==> config.mk <==
export PLATFORM = sky130hd
export DESIGN_NAME = lt_int_serial_flat
export DESIGN_NICKNAME = d
export VERILOG_FILES = /design/src/rtl/lt_int_serial_if.sv /design/src/rtl/lt_int_serial.sv /design/src/flat_wrapper.sv
export SDC_FILE = /design/constraint.sdc
export NUM_CORES = 1
export LEC_CHECK = 0
export ABC_CLOCK_PERIOD_IN_PS = 1400
export CAP_MARGIN = 15
export CORE_ASPECT_RATIO = 0.7
export CORE_MARGIN = 2
export CORE_UTILIZATION = 43
export CTS_CLUSTER_DIAMETER = 80
export DETAILED_ROUTE_END_ITERATION = 8
export PLACE_DENSITY = 0.73
export SLEW_MARGIN = 0
export SYNTH_ARGS = -nofsm -noshare
export SYNTH_HDL_FRONTEND = slang
export SYNTH_SLANG_ARGS = --single-unit
export TNS_END_PERCENT = 100
==> constraint.sdc <==
create_clock -name clk -period 1.4 [get_ports clk]
set_clock_uncertainty 0.15 [all_clocks]
set_input_delay 0.21 -clock clk [delete_from_list [all_inputs] [get_ports clk]]
set_output_delay 0.21 -clock clk [all_outputs]
set_load 0.01 [all_outputs]
==> src/rtl/lt_int_serial_if.sv <==
`default_nettype none
// ============================================================================
//  Module   : lt_int_serial_if
//  Brief    : Operand/result handshake bundle for the bit-serial less-than
//             comparator. The EQ signal exists only when LT_SERIAL_EQ_EN is
//             defined.
//  Revision : 1.0  initial release
// ============================================================================
interface lt_int_serial_if #(
    parameter int WIDTH = 8
);
    logic             in_valid;
    logic             in_ready;
    logic [WIDTH-1:0] A;
    logic [WIDTH-1:0] B;
    logic             out_valid;
    logic             out_ready;
    logic             Y;
`ifdef LT_SERIAL_EQ_EN
    logic             EQ;

    modport master (
        output in_valid, A, B, out_ready,
        input  in_ready, out_valid, Y, EQ
    );

    modport slave (
        input  in_valid, A, B, out_ready,
        output in_ready, out_valid, Y, EQ
    );
`else
    modport master (
        output in_valid, A, B, out_ready,
        input  in_ready, out_valid, Y
    );

    modport slave (
        input  in_valid, A, B, out_ready,
        output in_ready, out_valid, Y
    );
`endif
endinterface
`default_nettype wire

==> src/rtl/lt_int_serial.sv <==
`default_nettype none
// ============================================================================
//  Module   : lt_int_serial
//  Brief    : Bit-serial signed/unsigned A < B comparator, LSB first through a
//             single borrow flop. Define LT_SERIAL_EQ_EN to add the EQ output.
//  Revision : 1.0  initial release
// ============================================================================
module lt_int_serial #(
    parameter int WIDTH  = 8,
    parameter bit SIGNED = 1'b1
) (
    input  logic            clk,
    input  logic            rst_n,
    lt_int_serial_if.slave  bus
);

    localparam int                 c_CNT_W = (WIDTH > 1) ? $clog2(WIDTH) : 1;
    localparam logic [c_CNT_W-1:0] c_LAST  = c_CNT_W'(WIDTH - 1);

    typedef enum logic [1:0] {
        S_IDLE = 2'd0,
        S_RUN  = 2'd1,
        S_DONE = 2'd2
    } state_t;

    state_t             r_state;
    state_t             w_state_nxt;
    logic [WIDTH-1:0]   r_a_sh;
    logic [WIDTH-1:0]   w_a_nxt;
    logic [WIDTH-1:0]   r_b_sh;
    logic [WIDTH-1:0]   w_b_nxt;
    logic               r_borrow;
    logic               w_borrow_nxt;
    logic [c_CNT_W-1:0] r_cnt;
    logic [c_CNT_W-1:0] w_cnt_nxt;
    logic               r_y;
    logic               w_y_nxt;

    logic               w_bit_a;
    logic               w_bit_b;
    logic               w_same;
    logic               w_borrow_bit;
    logic               w_y_msb;

    assign w_bit_a      = r_a_sh[0];
    assign w_bit_b      = r_b_sh[0];
    assign w_same       = ~(w_bit_a ^ w_bit_b);
    assign w_borrow_bit = (~w_bit_a & w_bit_b) | (w_same & r_borrow);

    // In two's complement the MSB carries negative weight, so the sign of the
    // top-bit borrow term is flipped for the signed compare.
    generate
        if (SIGNED) begin : g_msb_signed
            assign w_y_msb = (w_bit_a & ~w_bit_b) | (w_same & r_borrow);
        end else begin : g_msb_unsigned
            assign w_y_msb = w_borrow_bit;
        end
    endgenerate

`ifdef LT_SERIAL_EQ_EN
    logic r_eq;
    logic w_eq_nxt;
`endif

    always_comb begin
        w_state_nxt  = r_state;
        w_a_nxt      = r_a_sh;
        w_b_nxt      = r_b_sh;
        w_borrow_nxt = r_borrow;
        w_cnt_nxt    = r_cnt;
        w_y_nxt      = r_y;
`ifdef LT_SERIAL_EQ_EN
        w_eq_nxt     = r_eq;
`endif
        case (r_state)
            S_IDLE: begin
                if (bus.in_valid) begin
                    w_a_nxt      = bus.A;
                    w_b_nxt      = bus.B;
                    w_borrow_nxt = 1'b0;
                    w_cnt_nxt    = '0;
`ifdef LT_SERIAL_EQ_EN
                    w_eq_nxt     = 1'b1;
`endif
                    w_state_nxt  = S_RUN;
                end
            end
            S_RUN: begin
                w_a_nxt = {1'b0, r_a_sh[WIDTH-1:1]};
                w_b_nxt = {1'b0, r_b_sh[WIDTH-1:1]};
`ifdef LT_SERIAL_EQ_EN
                if (!w_same) begin
                    w_eq_nxt = 1'b0;
                end
`endif
                if (r_cnt == c_LAST) begin
                    w_y_nxt     = w_y_msb;
                    w_cnt_nxt   = '0;
                    w_state_nxt = S_DONE;
                end else begin
                    w_borrow_nxt = w_borrow_bit;
                    w_cnt_nxt    = r_cnt + 1'b1;
                end
            end
            S_DONE: begin
                if (bus.out_ready) begin
                    w_state_nxt = S_IDLE;
                end
            end
            default: begin
                w_state_nxt = S_IDLE;
            end
        endcase
    end

    always_ff @(posedge clk) begin
        if (!rst_n) begin
            r_state  <= S_IDLE;
            r_a_sh   <= '0;
            r_b_sh   <= '0;
            r_borrow <= 1'b0;
            r_cnt    <= '0;
            r_y      <= 1'b0;
`ifdef LT_SERIAL_EQ_EN
            r_eq     <= 1'b0;
`endif
        end else begin
            r_state  <= w_state_nxt;
            r_a_sh   <= w_a_nxt;
            r_b_sh   <= w_b_nxt;
            r_borrow <= w_borrow_nxt;
            r_cnt    <= w_cnt_nxt;
            r_y      <= w_y_nxt;
`ifdef LT_SERIAL_EQ_EN
            r_eq     <= w_eq_nxt;
`endif
        end
    end

    // Handshake flags decode straight from the state register.
    assign bus.in_ready  = (r_state == S_IDLE);
    assign bus.out_valid = (r_state == S_DONE);
    assign bus.Y         = r_y;
`ifdef LT_SERIAL_EQ_EN
    assign bus.EQ        = r_eq;
`endif

endmodule
`default_nettype wire

==> src/flat_wrapper.sv <==
// flat-port wrapper written by rule: the top's interface ports become plain ports
module lt_int_serial_flat 
#(
    parameter int WIDTH  = 8,
    parameter bit SIGNED = 1'b1
)
  (clk, rst_n, bus_in_valid, bus_A, bus_B, bus_out_ready, bus_in_ready, bus_out_valid, bus_Y);
  lt_int_serial_if #(.WIDTH(WIDTH)) bus_i ();
  input  logic clk;
  input  logic rst_n;
  input wire logic [$bits(bus_i.in_valid)-1:0] bus_in_valid;
  input wire logic [$bits(bus_i.A)-1:0] bus_A;
  input wire logic [$bits(bus_i.B)-1:0] bus_B;
  input wire logic [$bits(bus_i.out_ready)-1:0] bus_out_ready;
  output wire logic [$bits(bus_i.in_ready)-1:0] bus_in_ready;
  output wire logic [$bits(bus_i.out_valid)-1:0] bus_out_valid;
  output wire logic [$bits(bus_i.Y)-1:0] bus_Y;
  assign bus_i.in_valid = bus_in_valid;
  assign bus_i.A = bus_A;
  assign bus_i.B = bus_B;
  assign bus_i.out_ready = bus_out_ready;
  assign bus_in_ready = bus_i.in_ready;
  assign bus_out_valid = bus_i.out_valid;
  assign bus_Y = bus_i.Y;
  lt_int_serial #(.WIDTH(WIDTH), .SIGNED(SIGNED)) u_core (.clk(clk), .rst_n(rst_n), .bus(bus_i));
endmodule
==> reports/metrics.cfg <==
[floorplanning]
fp.dieW_um=62.5
start_util_pct=46.6
die-area_um2=2810
rows=14
ios=23
core-area_um2=2210
fp.dieH_um=44.9

[sta]
slew_viol_final=0
fmax_mhz=716
min_period_over_period_pct=99.7
worstMarginPinSlew_ns=0.330
finalSetupViolCount=0
rsz0062_at_grt=yes
tns_ns=0
period_needed_ns=1.40
hold_viol=0
slew-limit-headroom_pct=77.9

[worst_setup_path]
critical_path.max_stage_delay_ns=0.36
critPathBufInv=1
crit_required_ns=1.49
end_kind=register
rrSetupSlack_ns=0.004
crit_slowest_cell=dfxtp_2
crit_path_frequent_cell=ha_4
crit_arrival_ns=1.48
critical_path.max_fanout=4
crit_chain=ha_4 -> ha_4 -> buf_4 -> a211o_1 -> o21ai_0
start_kind=register
critPathTopFamily=flip-flops
path_class=register to register

[clock_tree]
htreeDepth=1
numClockSinks=23
insertion_delay_ns=0.31
cts_tree=done
cts_root_buf=clkbuf_4
ctsHoldBuffers=0
clock_path_buffers=2
clkTransAtPathRegs_ns=0.12
cts_made_buffers=3

[power_and_ir_drop]
clkPwrFrac_pct=22.5
powerDensity_nw_per_um2=892
intPower_uw=980
p_leak_nw=0.609
seqPwrFrac_pct=54.4
p_sw_uw=370
pwr-share-comb_pct=23.1
ir_drop_mv=0.664
p_sw_share_pct=27.4

[finish]
nets=187
diodes=0
fin_util_pct=68.5
fin_area_um2=1510
drive_gt1_share_pct=27.2
fin_cells=194
area_growth_pct=47.1

[logic_synthesis]
synth_adder_area_share_pct=4.87
ys.flop_type=dfxtp_1
synth_edf_count=0
yosysTopAreaCellShare_pct=44.8
async_flop_share_pct=0
ys_seq_elements=23
yosys-top-cells-count=29 x a21oi_1, 23 x dfxtp_1, 18 x nand2_1, 14 x o21ai_0, 6 x nor2_1
synth-simple-area-share_pct=13.5
synth.area.top_cells=dfxtp_1 45%, a21oi_1 14%, o21ai_0 6.8%, nand2_1 6.6%, ha_1 4.9%
post-synth-top-area-cell=dfxtp_1
netlist_area_um2=1030
synth_compound_area_share_pct=30.7
synth_cells=125
synth_nets=149
ys_seq_area_share_pct=44.8
synth_cell_type_count=26
yosysMostFrequentCell=a21oi_1
synth-xor-area-share_pct=0
synthMuxAreaShare_pct=0
syn_area_per_cell_um2=8.23
synth_top_family_by_area=compound AO/OA/AOI/OAI gates
ys_warn_count=0

[global_route]
antenna_found_initial=0
overflow=0
track_usage_pct=19.4
grt_max_degree=15
grt_pass1_wl_mm=4.22
grt_pass1_vias=953

[outcome]
status=finished clean

[worst_hold_path]
min-delay-path-class=primary input to register

[drt]
wirelength_mm=2.63
via_count=1031
dr.pass1.iters=4
ant_nets=0
drt_iter0_markers=57
wire_per_inst_um=13.6
drc=0
viasPerCell=5.31

[placement]
dp_hpwl_mm=1.83
numPortBuffers=22
gp_congestion=0.756
dp_cells=188
place_area_um2=1370

[flow_run]
cap_violations=0

==> what timing repair did <==
action,in CTS,in global routing
gates resized for setup,20,22
cloned,0,1
buffers inserted,0,1
pin swaps,2,3
setup endpoints to repair,8,23
==> through the flow <==
step / total power [mW] / hold slack [ns] / worst slack [ns]
after global routing: 1.42 / 0.267 / -0.0238
after CTS: 1.32 / 0.268 / 0.00179
after global placement: 1.00 / 0.312 / -0.106
after detailed placement: 1.01 / 0.329 / -0.182
final: 1.35 / 0.277 / 0.00425
after floorplan: 0.887 / 0.194 / 0.0130
==> path summary, 6_finish.rpt <==
check | from | end | depth (start not counted)
max | u_core.r_cnt[1] | u_core.r_borrow | 5
min | bus_B[5] | u_core.r_b_sh[5] | 3
max reg2reg | u_core.r_cnt[1] | u_core.r_borrow | 5
min reg2reg | u_core.r_b_sh[1] | u_core.r_b_sh[0] | 2
==> per-layer routing <==
metal / global-route usage [%] / up-vias / wire, µm
li1: - / 511 / -
met1: 23.3 / 493 / 1220
met2: 34.0 / 25 / 1270
met3: 6.98 / 2 / 135
met4: 5.33 / 0 / 11
met5: 0 / - / 0
==> cell usage in the layout, fill, tap and decap left out <==
| master | n |
|---|---|
| nor2b_2 | 1 |
| buf_2 | 3 |
| o21bai_4 | 1 |
| clkbuf_1 | 1 |
| dfxtp_4 | 2 |
| o21ai_0 | 13 |
| a31oi_1 | 1 |
| clkdlybuf4s50_1 | 19 |
| dlygate4sd2_1 | 1 |
| a211o_1 | 1 |
| o21ai_1 | 1 |
| a22oi_2 | 1 |
| buf_8 | 1 |
| ha_1 | 2 |
| inv_1 | 4 |
| nor2b_4 | 1 |
| dfxtp_1 | 18 |
| buf_4 | 13 |
| clkbuf_4 | 3 |
| nand3_1 | 1 |
| o21ba_4 | 1 |
| a21oi_2 | 4 |
| ha_4 | 2 |
| and2_1 | 1 |
| a22oi_1 | 2 |
| buf_6 | 4 |
| a32oi_1 | 2 |
| nand2_1 | 18 |
| or3_4 | 1 |
| a221oi_2 | 1 |
| nor2_2 | 1 |
| dfxtp_2 | 3 |
| a311oi_1 | 1 |
| nand2b_4 | 1 |
| a21oi_1 | 25 |
| nand2b_1 | 2 |
| nor2_1 | 5 |
==> worst register-to-register path: cells and delay by family (launching register included) <==
kind / cells / cell delay, ns
buffers and inverters: 1 / 0.14
AO/OA/AOI/OAI: 2 / 0.35
adder cells (fa/ha/maj): 2 / 0.32
flip-flops: 1 / 0.36
==> cells by family (layout without fill, tap and decap cells) <==
family / after synthesis / after routing
AOI/OAI and AO/OA: 54 / 54
adders and majority gates: 4 / 4
buffers and inverters: 12 / 49
DFF: 23 / 23
and+or+nand+nor: 32 / 32
==> power by group through the flow <==
stage	Combinational (mW)	Sequential, mW	Clock (mW)
4_1_cts	0.274	0.730	0.318
3_3_place_gp	0.261	0.741	0
5_1_grt	0.339	0.740	0.340
2_1_floorplan	0.151	0.737	0
3_5_place_dp	0.271	0.743	0
6_report	0.312	0.734	0.304
==> layout make-up <==
cell class,count,area [µm²]
Tap cell,32,40.0
Clock buffer,4,26.3
Fill cell,193,694
Multi-Input combinational cell,90,588
Timing Repair Buffer,41,372
Inverter,4,15.0
Sequential cell,23,472
==> registers in the layout, indices dropped and copies added, names as in the netlist <==
name,flops
u_core.bus.Y,1
u_core.r_a_sh,8
u_core.r_b_sh,8
u_core.r_borrow,1
u_core.r_cnt,3
u_core.r_state,2
Power figures use the tool's default switching activity.
